## src/rtl/lfsr_responder.sv

```systemverilog
// LFSR responder: Galois LFSR advanced by a controller over fixed-length runs with a run-complete flag.
// Build option LFSR_RESP_LEVEL_EN: lfsr_begin is a level held through DONE instead of a one-cycle pulse.
module lfsr_responder #(
   parameter int unsigned      WIDTH   = 16,
   parameter logic [WIDTH-1:0] TAPS    = 16'hB400,
   parameter logic [WIDTH-1:0] SEED    = 16'hACE1,
   parameter int unsigned      RUN_LEN = 64
) (
   input  logic             clk,
   input  logic             reset,
   input  logic             lfsr_reset,
   input  logic             rst,
   input  logic             en,
   output logic             lfsr_begin,
   output logic [WIDTH-1:0] lfsr_q,
   output logic [7:0]       count,
   output logic             busy
);

   // An all-zero seed would lock the LFSR, so it is replaced by 1.
   localparam logic [WIDTH-1:0] SEED_EFF = (SEED == '0) ? WIDTH'(1) : SEED;
   localparam logic [7:0]       LAST_CNT = 8'(RUN_LEN - 1);

   typedef enum logic [1:0] {
      IDLE = 2'd0,
      RUN  = 2'd1,
      DONE = 2'd2
   } state_t;

   state_t           state;
   state_t           state_nxt;
   logic             advance;
   logic             at_last;
   logic [WIDTH-1:0] lfsr_nxt;
   logic [7:0]       count_nxt;
   logic             busy_nxt;
   logic             begin_nxt;

   assign advance = en & ~rst & (state != DONE);
   assign at_last = (count == LAST_CNT);

   // State and registered outputs
   always_ff @(posedge clk or posedge reset) begin
      if (reset) begin
         state      <= IDLE;
         lfsr_q     <= SEED_EFF;
         count      <= 8'd0;
         busy       <= 1'b0;
         lfsr_begin <= 1'b0;
      end else begin
         state      <= state_nxt;
         lfsr_q     <= lfsr_nxt;
         count      <= count_nxt;
         busy       <= busy_nxt;
         lfsr_begin <= begin_nxt;
      end
   end

   // Next-state logic; rst wins over any advance
   always_comb begin
      state_nxt = state;
      if (rst) begin
         state_nxt = IDLE;
      end else begin
         case (state)
            IDLE, RUN: begin
               if (advance) begin
                  state_nxt = at_last ? DONE : RUN;
               end
            end
            DONE:    state_nxt = DONE;
            default: state_nxt = IDLE;
         endcase
      end
   end

   // Next values of the registered outputs
   always_comb begin
      lfsr_nxt  = lfsr_q;
      count_nxt = count;
      if (lfsr_reset) begin
         lfsr_nxt = SEED_EFF;
      end else if (advance) begin
         lfsr_nxt = {1'b0, lfsr_q[WIDTH-1:1]} ^ (lfsr_q[0] ? TAPS : '0);
      end
      if (rst) begin
         count_nxt = 8'd0;
      end else if (advance) begin
         count_nxt = count + 8'd1;
      end
      busy_nxt = (state_nxt == RUN);
`ifdef LFSR_RESP_LEVEL_EN
      begin_nxt = (state_nxt == DONE);
`else
      begin_nxt = (state_nxt == DONE) && (state != DONE);
`endif
   end

endmodule

```

## config.mk

```make
export PLATFORM = sky130hd
export DESIGN_NAME = lfsr_responder
export DESIGN_NICKNAME = d
export VERILOG_FILES = /design/src/rtl/lfsr_responder.sv
export SDC_FILE = /design/constraint.sdc
export NUM_CORES = 1
export LEC_CHECK = 0
export ABC_AREA = 1
export BUFFER_PORTS_ARGS = -buffer_cell sky130_fd_sc_hd__buf_4
export CAP_MARGIN = 10
export CORE_MARGIN = 2
export CORE_UTILIZATION = 43
export CTS_CLUSTER_DIAMETER = 100
export DETAILED_ROUTE_END_ITERATION = 6
export HOLD_SLACK_MARGIN = 0.12
export PLACE_DENSITY = 0.73
export SYNTH_ARGS = -nofsm -noshare
export SYNTH_HDL_FRONTEND = slang
export SYNTH_SLANG_ARGS = --single-unit
```

## constraint.sdc

```tcl
create_clock -name clk -period 1.6 [get_ports clk]
set_clock_uncertainty 0.1 [all_clocks]
set_input_delay 0.16 -clock clk [delete_from_list [all_inputs] [get_ports clk]]
set_output_delay 0.16 -clock clk [all_outputs]
set_load 0.02 [all_outputs]
```

==> impl_metrics.tcl, run 1 <==
set metrics [dict create \
    grt_pass1_wl_um 4400 \
    totalWireLength_um 2600 \
    p_leak_nw 0.836 \
    clock-sinks 28 \
    instances_no_fill 209 \
    synth_top_area_share_pct 39.6 \
    syn_area_sq_um 1260 \
    dieWidth_um 58.2 \
    routedWlPerCell_um 12.4 \
    fp.dieArea_sq_um 3390 \
    cp-end-kind "flop" \
    ant_nets 0 \
    outcome "finished, final reports clean" \
    multi_input_area_sq_um 440 \
    drc_errors 0 \
    maxCapViolCount 0 \
    period_share_pct 90.5 \
    syn_area_per_cell_sq_um 9.16 \
    r2r_start "count[1]" \
    synthCells 138 \
    critPathMaxFanout 4 \
    grt_pass1_vias 1015 \
    nNetsFinal 185 \
    cts_buffers 3 \
    coreArea_sq_um 2780 \
    rsz0062_at_grt "no" \
    port_buffers 30 \
    overflow 0 \
    synth-seq-area-share_pct 56.2 \
    reg2reg_to "state[1]" \
    ys_ff_latch 28 \
    drv_slew 0 \
    gp_congestion 0.746 \
    clockBufferDepth 2 \
    hold_viol_final 0 \
    reg2regPathDepth 7 \
    antenna_found_initial 0 \
    synthTopCellsByArea "dfrtp_1 40%, dfstp_2 17%, inv_1 8.0%, nand2_1 7.4%, nor2_1 5.3%" \
    hold_class "input pin to asynchronous set/reset pin" \
    crit_type "flop to flop" \
    crit_path_start_kind "flop" \
    synth_cell_types 22 \
    regArea_sq_um 711 \
    dp_hpwl_um 1950 \
    rows 19 \
    ys.warnings.count 0 \
    viasPerCell 4.97 \
    cts_tree "built" \
    grt_use_total_pct 16.7 \
    grt_max_degree 29 \
    tightest_slew_ns 0.341 \
    num-fill-cells 263 \
    htree_levels 1 \
    post-route-min-period_ns 1.45 \
    fmax_mhz 691 \
    num_vias 1039 \
    synth_top_area_cell "dfrtp_1" \
    cts.clk_slew.worst_paths_ns 0.16 \
    syn2layout_area_growth_pct 29.6 \
    power_density_nw_per_um2 940 \
    setup_viol 0 \
    start_util_pct 45.4 \
    synth_nets 144 \
    io_pins 31 \
    drive_gt1_share_pct 31.5 \
    slew_headroom_pct 77.3 \
    placed_cells 200 \
    die_y_um 58.2 \
    antenna_cells 0 \
    cp.required_ns 1.75 \
    drt_first_iter_violations 26 \
    r2r_setup_slack_ns 0.15 \
    cp.arrival_ns 1.60 \
    ir_drop_v 0.000886 \
    fin_tns_setup_ns 0 \
    worst_skew_pair.late_latency_ns 0.33 \
    dr.pass1.iters 4 \
    clockRootBuffer "clkbuf_4" \
]
==> area by class of cell <==
cell class / instances / share of cell area, %
multi-input combinational: 80 / 26.9
clock buffer: 3 / 1.38
inverter: 30 / 7.03
sequential: 28 / 43.4
clock inverter: 1 / 1.83
timing repair buffer: 36 / 17.1
tap: 31 / 2.37
==> how the worst max path moves through the flow <==
stage	start	endpoint	slack (ns)	cells after the start
after detailed placement	count[0]	state[1]	0.12	7
after floorplan	count[0]	count[6]	0.17	8
after global placement	count[0]	state[1]	0.23	7
after CTS	count[0]	state[1]	0.07	7
final	count[1]	state[1]	0.15	7
after global routing	count[1]	state[1]	0.03	7
==> cell usage in the layout, fill, tap and decap left out, types with 2 or more instances in the layout <==
cell type and count:
a21oi_1 3, a22oi_1 6, buf_4 32, clkbuf_4 3, dfrtp_1 20, dfstp_2 8, dlygate4sd3_1 4, inv_1 27
inv_2 2, nand2_1 25, nand2_4 2, nor2_1 17, nor2_2 3, o21ai_0 4, o22ai_1 9, xnor2_1 3
==> timing repair <==
action | in CTS | in global routing
buffers inserted | 0 | 1
hold buffers | 4 | 0
setup endpoints to repair | 0 | 2
gates resized for setup | 0 | 1
endpoints found under the hold margin | 51 | 0
==> cell families (layout without fill, tap and decap cells) <==
kind of cell,count (synthesis),in the layout,synth area share [%]
simple gates,53,53,20.1
compound gates,23,23,11.5
fa+ha+maj,1,1,0.990
xor+xnor,3,3,2.08
flops,28,28,56.2
buf+inv,30,70,9.11
==> per-layer routing <==
| metal | wire length [um] | vias to the layer above | part of all wire [%] | track usage, % |
|---|---|---|---|---|
| li1 | - | 515 | - | - |
| met1 | 1150 | 498 | 44 | 22.0 |
| met2 | 1340 | 22 | 52 | 29.2 |
| met3 | 80 | 4 | 3.1 | 2.01 |
| met4 | 29 | 0 | 1.1 | 3.99 |
| met5 | 0 | - | 0 | 0 |
==> power by group <==
| part | internal, mW | leakage, nW | switching (mW) | total, mW |
|---|---|---|---|---|
| logic | 0.119 | 0.453 | 0.162 | 0.281 |
| clock network | 0.254 | 0.0279 | 0.217 | 0.470 |
| registers | 0.757 | 0.355 | 0.0313 | 0.788 |
| total | 1.13 | 0.836 | 0.409 | 1.54 |
==> critical path, cell delays in order (launching register included) <==
cell and delay (ns):
dfrtp_1 0.42, ha_1 0.18, nand2_1 0.09, nor2_1 0.15, nand2_1 0.10, nor2_2 0.15, nand2_1 0.09, o21ai_0 0.10
==> cells in the mapped netlist <==
library cell  count
a22oi_1           6
xnor2_1           3
nor2_4            1
nand2_4           2
nand3_1           1
nand4_1           1
dfstp_2           8
nor3_1            1
o22ai_1           9
dfrtp_1          20
o21ai_0           4
nand2_1          25
nor2_8            1
nor2_1           18
nand3_2           1
ha_1              1
nor2_2            2
inv_1            27
a21oi_1           3
o21ai_2           1
inv_2             2
inv_4             1
==> metrics by stage <==
| stage | utilization (%) | setup WS [ns] | power (mW) | area (sq um) | hold WS, ns |
|---|---|---|---|---|---|
| floorplan | - | 0.174 | 0.959 | 1260 | 0.119 |
| global placement | 55.2 | 0.235 | 1.05 | 1540 | 0.148 |
| detailed placement | 55.2 | 0.124 | 1.06 | 1540 | 0.151 |
| CTS | 58.5 | 0.0720 | 1.54 | 1630 | 0.331 |
| global route | 58.9 | 0.0253 | 1.60 | 1640 | 0.363 |
| finish | 58.9 | 0.152 | 1.54 | 1640 | 0.324 |
==> state kept, by name, indices dropped and copies added (netlist names) <==
signal	count
lfsr_q	16
count	8
state	2
busy	1
lfsr_begin	1
(Power assumes the default switching activity.)
==> run 2, diff against run 1 <==
Settings changed: CORE_UTILIZATION 43 to 35, CTS_CLUSTER_DIAMETER 100 to 150, PLACE_DENSITY 0.73 to 0.62, RECOVER_POWER set to 100.
==> run 2 against run 1 <==
Compared with the run above: via count is 2.9% lower; non-clock buffer count shrank 1; sequential cell count is the same; maximum frequency down 1.4%; first-iteration DRC count rose by 19%; combinational power down 19%; die area grew 21%; cell count increased by 6.7%; register-to-register slack improved by 0.02 ns; setup slack worse by 0.021 ns; utilization down 13 points; critical path type is now input pin to flop; largest power group unchanged.
==> impl_metrics.tcl, run 2 (synthesized netlist as in run 1, its figures left out) <==
set metrics [dict create \
    outcome "finished, final reports clean" \
    drive_gt1_share_pct 14.7 \
    post-route-min-period_ns 1.47 \
    start_util_pct 37.3 \
    power_density_nw_per_um2 958 \
    grt_pass1_vias 1025 \
    period_share_pct 91.8 \
    coreArea_sq_um 3390 \
    antenna_cells 0 \
    p_comb_share_pct 15.4 \
    dr.pass1.iters 4 \
    worst_skew_pair.late_latency_ns 0.32 \
    nNetsFinal 184 \
    reg_top3 "lfsr_q (16), count (8), state (2)" \
    setup_viol 0 \
    grt_pass1_wl_um 4550 \
    slew_headroom_pct 55.1 \
    drc_errors 0 \
    cp-end-kind "flop" \
    fp.dieArea_sq_um 4110 \
    largest_reg_flops 16 \
    grt_use_total_pct 13.9 \
    tightest_slew_ns 0.674 \
    totalWireLength_um 2570 \
    cell_internal_pwr_mw 1.08 \
    ant_nets 0 \
    cp.required_ns 1.76 \
    rsz0062_at_grt "no" \
    num-fill-cells 356 \
    clock-sinks 28 \
    antenna_found_initial 0 \
    maxCapViolCount 0 \
    reg2regPathDepth 8 \
    crit_type "input pin to flop" \
    cp.arrival_ns 1.63 \
    cts_tree "built" \
    hold_viol_final 0 \
    grt_max_degree 29 \
    final_cell_mix "27 x inv_1, 25 x nand2_1, 21 x clkbuf_1, 20 x dfrtp_1, 17 x nor2_1" \
    io_pins 31 \
    cts_buffers 3 \
    die_y_um 64.1 \
    fin_tns_setup_ns 0 \
    viasPerCell 4.52 \
    switching_share_pct 26.6 \
    switchingPower_mw 0.393 \
    gp_congestion 0.804 \
    syn2layout_area_growth_pct 22.1 \
    rows 21 \
    routedWlPerCell_um 11.5 \
    pwr-share-clk_pct 31.1 \
    clockRootBuffer "clkbuf_4" \
    dieWidth_um 64.1 \
    top_register "lfsr_q" \
    fmax_mhz 681 \
    dp_hpwl_um 1860 \
    cts.clk_slew.worst_paths_ns 0.15 \
    drv_slew 0 \
    crit_path_start_kind "input pin" \
    postCtsSetupBuffers 0 \
    hold_class "flop to flop" \
    overflow 0 \
    num_vias 1009 \
    seq_power_share_pct 53.5 \
    p_leak_nw 0.721 \
    clockBufferDepth 2 \
    port_buffers 30 \
    holdPathStages 2 \
    critPathMaxFanout 9 \
    fin_util_pct 45.5 \
    htree_levels 1 \
    drt_first_iter_violations 31 \
    ir_drop_v 0.000305 \
    mostFrequentLayoutCell "inv_1" \
]
## run 2: final cells by class
class                   count  area (sq um)  share of cell area (%)
clock buffers               3          22.5                    1.46
clock inverters             1          30.0                    1.95
inverters                  30           113                    7.30
well taps                  46          57.6                    3.73
flip-flops and latches     28           711                    46.1
multi-input cells          80           418                    27.1
repair buffers             35           191                    12.4
## run 2: worst max-delay path, cell delays in order
cell           delay (ns)
dlygate4sd3_1        0.53
clkbuf_1             0.14
nor2_2               0.19
nand2_4              0.10
nor2_4               0.21
inv_2                0.12
o21ai_0              0.15
## run 2: stage by stage
| step | hold WS, ns | instances | setup slack, ns | instance area [sq um] | power [mW] |
|---|---|---|---|---|---|
| after global placement | 0.148 | 215 | 0.232 | 1550 | 1.06 |
| after CTS | 0.345 | 223 | 0.125 | 1650 | 1.54 |
| final | 0.409 | 223 | 0.131 | 1540 | 1.48 |
| after floorplan | 0.119 | 138 | 0.174 | 1260 | 0.959 |
| after global routing | 0.432 | 223 | 0.0297 | 1540 | 1.55 |
| after detailed placement | 0.154 | 215 | 0.164 | 1550 | 1.06 |
## run 2: layer usage
metal  share of wire, %  track usage, %  wire length (um)
met5                  0               0                 0
met2                 49            23.3              1250
met4                1.0            4.79                27
met1                 46            18.3              1170
met3                4.8            2.29               123
## run 2: timing repair
action / 4_1_cts / 5_1_grt
hold buffers: 4 / 0
hold endpoints to repair: 49 / 0
resized for setup: 0 / 1
setup endpoints to repair: 0 / 1
## run 2: power groups by stage
stage                     Clock (mW)  Sequential [mW]  Combinational, mW
after floorplan                    0            0.853              0.106
after global placement             0            0.804              0.251
after detailed placement           0            0.807              0.256
after CTS                      0.479            0.795              0.266
after global routing           0.501            0.800              0.253
final                          0.459            0.791              0.228
## run 2: path summary, 6_finish.rpt
path                              endpoint  slack [ns]  startpoint
worst min register to register  lfsr_q[15]        0.41  lfsr_q[15]
worst min-delay path            lfsr_q[15]        0.41  lfsr_q[15]
worst max register to register    count[6]        0.17    count[0]
worst max-delay path            lfsr_q[14]        0.13         rst
max in group asynchronous         count[6]        0.52       reset
min in group asynchronous        lfsr_q[9]        0.46       reset
==> run 3, diff against run 2 <==
--- a/config.mk
+++ b/config.mk
@@ -9,10 +9,10 @@
 export BUFFER_PORTS_ARGS = -buffer_cell sky130_fd_sc_hd__buf_4
 export CAP_MARGIN = 10
-export CORE_MARGIN = 2
+export CORE_MARGIN = 5
 export CORE_UTILIZATION = 35
 export CTS_CLUSTER_DIAMETER = 150
 export DETAILED_ROUTE_END_ITERATION = 6
 export HOLD_SLACK_MARGIN = 0.12
-export PLACE_DENSITY = 0.62
+export PLACE_DENSITY = 0.64
 export RECOVER_POWER = 100
 export SYNTH_ARGS = -nofsm -noshare
==> constraint.sdc (replaced) <==
create_clock -name clk -period 1.34 [get_ports clk]
set_clock_uncertainty 0.1 [all_clocks]
set_input_delay 0.201 -clock clk [delete_from_list [all_inputs] [get_ports clk]]
set_output_delay 0.201 -clock clk [all_outputs]
set_load 0.02 [all_outputs]
==> run 3 against run 2 <==
Compared with the run above: final area rose by 15%; critical path type is now flop to output port; clock power rose by 21%; largest cell class unchanged; non-clock buffer count rose by 11; largest power group unchanged; sequential share of layout area fell by 5.7 points.
==> impl_metrics.tcl, run 3 (synthesized netlist as in run 1, its figures left out) <==
set metrics [dict create \
    outcome "finished, final reports clean" \
    totalWireLength_um 2960 \
    num-fill-cells 342 \
    cp_slowest_stage_delay_ns 0.59 \
    period_share_pct 99.9 \
    cts_buffers 3 \
    fin_tns_setup_ns 0 \
    antenna_cells 0 \
    post-route-min-period_ns 1.34 \
    dieWidth_um 70.1 \
    crit_type "flop to output port" \
    grt_max_degree 29 \
    num_vias 1088 \
    dr.pass1.iters 4 \
    rows 21 \
    switching_share_pct 27.1 \
    drv_slew 0 \
    r2r_setup_slack_ns 0.04 \
    htree_levels 1 \
    maxCapViolCount 0 \
    ir_drop_v 0.000500 \
    reg2reg_to "count[3]" \
    cp-end-kind "output port" \
    largest_reg_flops 16 \
    gp_congestion 0.776 \
    routedWlPerCell_um 12.6 \
    clockBufferDepth 2 \
    cell_internal_pwr_mw 1.38 \
    crit_path_start_kind "flop" \
    power_mw 1.90 \
    tightest_slew_ns 0.703 \
    fmax_mhz 747 \
    drt_first_iter_violations 60 \
    placed_area_sq_um 1570 \
    overflow 0 \
    power_density_nw_per_um2 1070 \
    critPathLaunch "lfsr_q[0]" \
    port_buffers 30 \
    setup_viol 0 \
    syn2layout_area_growth_pct 40.4 \
    rsz0062_at_grt "yes" \
    reg_top3 "lfsr_q (16), count (8), state (2)" \
    cp.depth 1 \
    path_buf_inv 1 \
    critical_path.cell_chain "buf_6" \
    p_leak_nw 0.887 \
    grt_pass1_vias 1105 \
    cpMaxStageDelayCell "dfstp_2" \
    holdPathStages 4 \
    setup.worst_path.end "lfsr_q[0]" \
    r2r_start "count[1]" \
    dp_slack_ns -0.0234 \
    fp.dieArea_sq_um 4910 \
    dp_hpwl_um 2120 \
    drive_gt1_share_pct 39.4 \
    pwr-share-clk_pct 29.2 \
    worst_skew_pair.late_latency_ns 0.33 \
    cp.required_ns 1.04 \
    grt_pass1_wl_um 5000 \
    critPathMaxFanout 3 \
    drc_errors 0 \
    cts_tree "built" \
    switchingPower_mw 0.515 \
    fin_util_pct 51.9 \
    clock-sinks 28 \
    hold_class "input pin to flop" \
    die_y_um 70.1 \
    reg2regPathDepth 7 \
    clockRootBuffer "clkbuf_4" \
    cp.arrival_ns 1.04 \
    ant_nets 0 \
    top_register "lfsr_q" \
    start_util_pct 37.0 \
    fin_ws_ns 0.00153 \
    cts.clk_slew.worst_paths_ns 0.15 \
    nNetsFinal 195 \
    seq_power_share_pct 50.4 \
    grt_use_total_pct 12.3 \
    viasPerCell 4.65 \
    final_cell_mix "27 x inv_1, 23 x nand2_1, 17 x buf_4, 15 x nor2_1, 15 x dfrtp_1" \
    io_pins 31 \
    hold_viol_final 0 \
    p_comb_share_pct 20.4 \
    coreArea_sq_um 3420 \
    cpLargestDelayFamily "flip-flops" \
    antenna_found_initial 0 \
    final_area_sq_um 1770 \
    slew_headroom_pct 53.2 \
    mostFrequentLayoutCell "inv_1" \
]
run 3: how the worst min path moves through the flow:
stage | to | slack [ns] | from
2_1_floorplan | busy | 0.16 | reset
3_3_place_gp | lfsr_q[12] | 0.19 | reset
3_5_place_dp | count[2] | 0.19 | reset
4_1_cts | lfsr_begin | 0.14 | rst
5_1_grt | count[0] | 0.16 | rst
6_report | count[0] | 0.16 | rst
run 3: final cells by class:
type	count	area, sq um	share of cell area (%)
Sequential cell	28	717	40.4
Multi-Input combinational cell	80	483	27.2
Timing Repair Buffer	46	352	19.8
Inverter	30	113	6.35
Tap cell	46	57.6	3.24
Clock inverter	1	30.0	1.69
Clock buffer	3	22.5	1.27
run 3: stage by stage:
stage	hold WS, ns	cells
2_1_floorplan	0.160	138
3_3_place_gp	0.191	215
3_5_place_dp	0.195	215
4_1_cts	0.139	228
5_1_grt	0.158	234
6_report	0.157	234
run 3: routing by layer:
metal  wire, um  global-route usage, %  up-vias  share of wire (%)
met1       1280                   14.2      517                 43
met3        171                   4.02        8                5.8
met2       1460                   21.6       29                 49
li1           -                      -      534                  -
met4         51                   3.62        0                1.7
met5          0                      0        -                  0
run 3: worst register-to-register path: stages, from the launching register on:
cell	delay, ns
dfrtp_2	0.43
clkbuf_4	0.15
nand2_1	0.08
nor2_4	0.13
inv_1	0.07
o21ai_0	0.14
nand2_1	0.07
nor2_1	0.08
run 3: timing repair:
item	in CTS	in global routing
setup endpoints to repair	10	22
endpoints found under the hold margin	39	0
pin swaps	0	3
gates resized for setup	10	11
gates cloned	0	0
hold buffers	5	0
setup buffers	4	6
run 3: power groups by stage:
| stage | sequential (mW) | clock (mW) | combinational, mW |
|---|---|---|---|
| after floorplan | 1.03 | 0 | 0.135 |
| after global placement | 0.974 | 0 | 0.314 |
| after detailed placement | 0.979 | 0 | 0.322 |
| after CTS | 0.956 | 0.574 | 0.382 |
| after global routing | 0.964 | 0.606 | 0.424 |
| final | 0.955 | 0.554 | 0.387 |
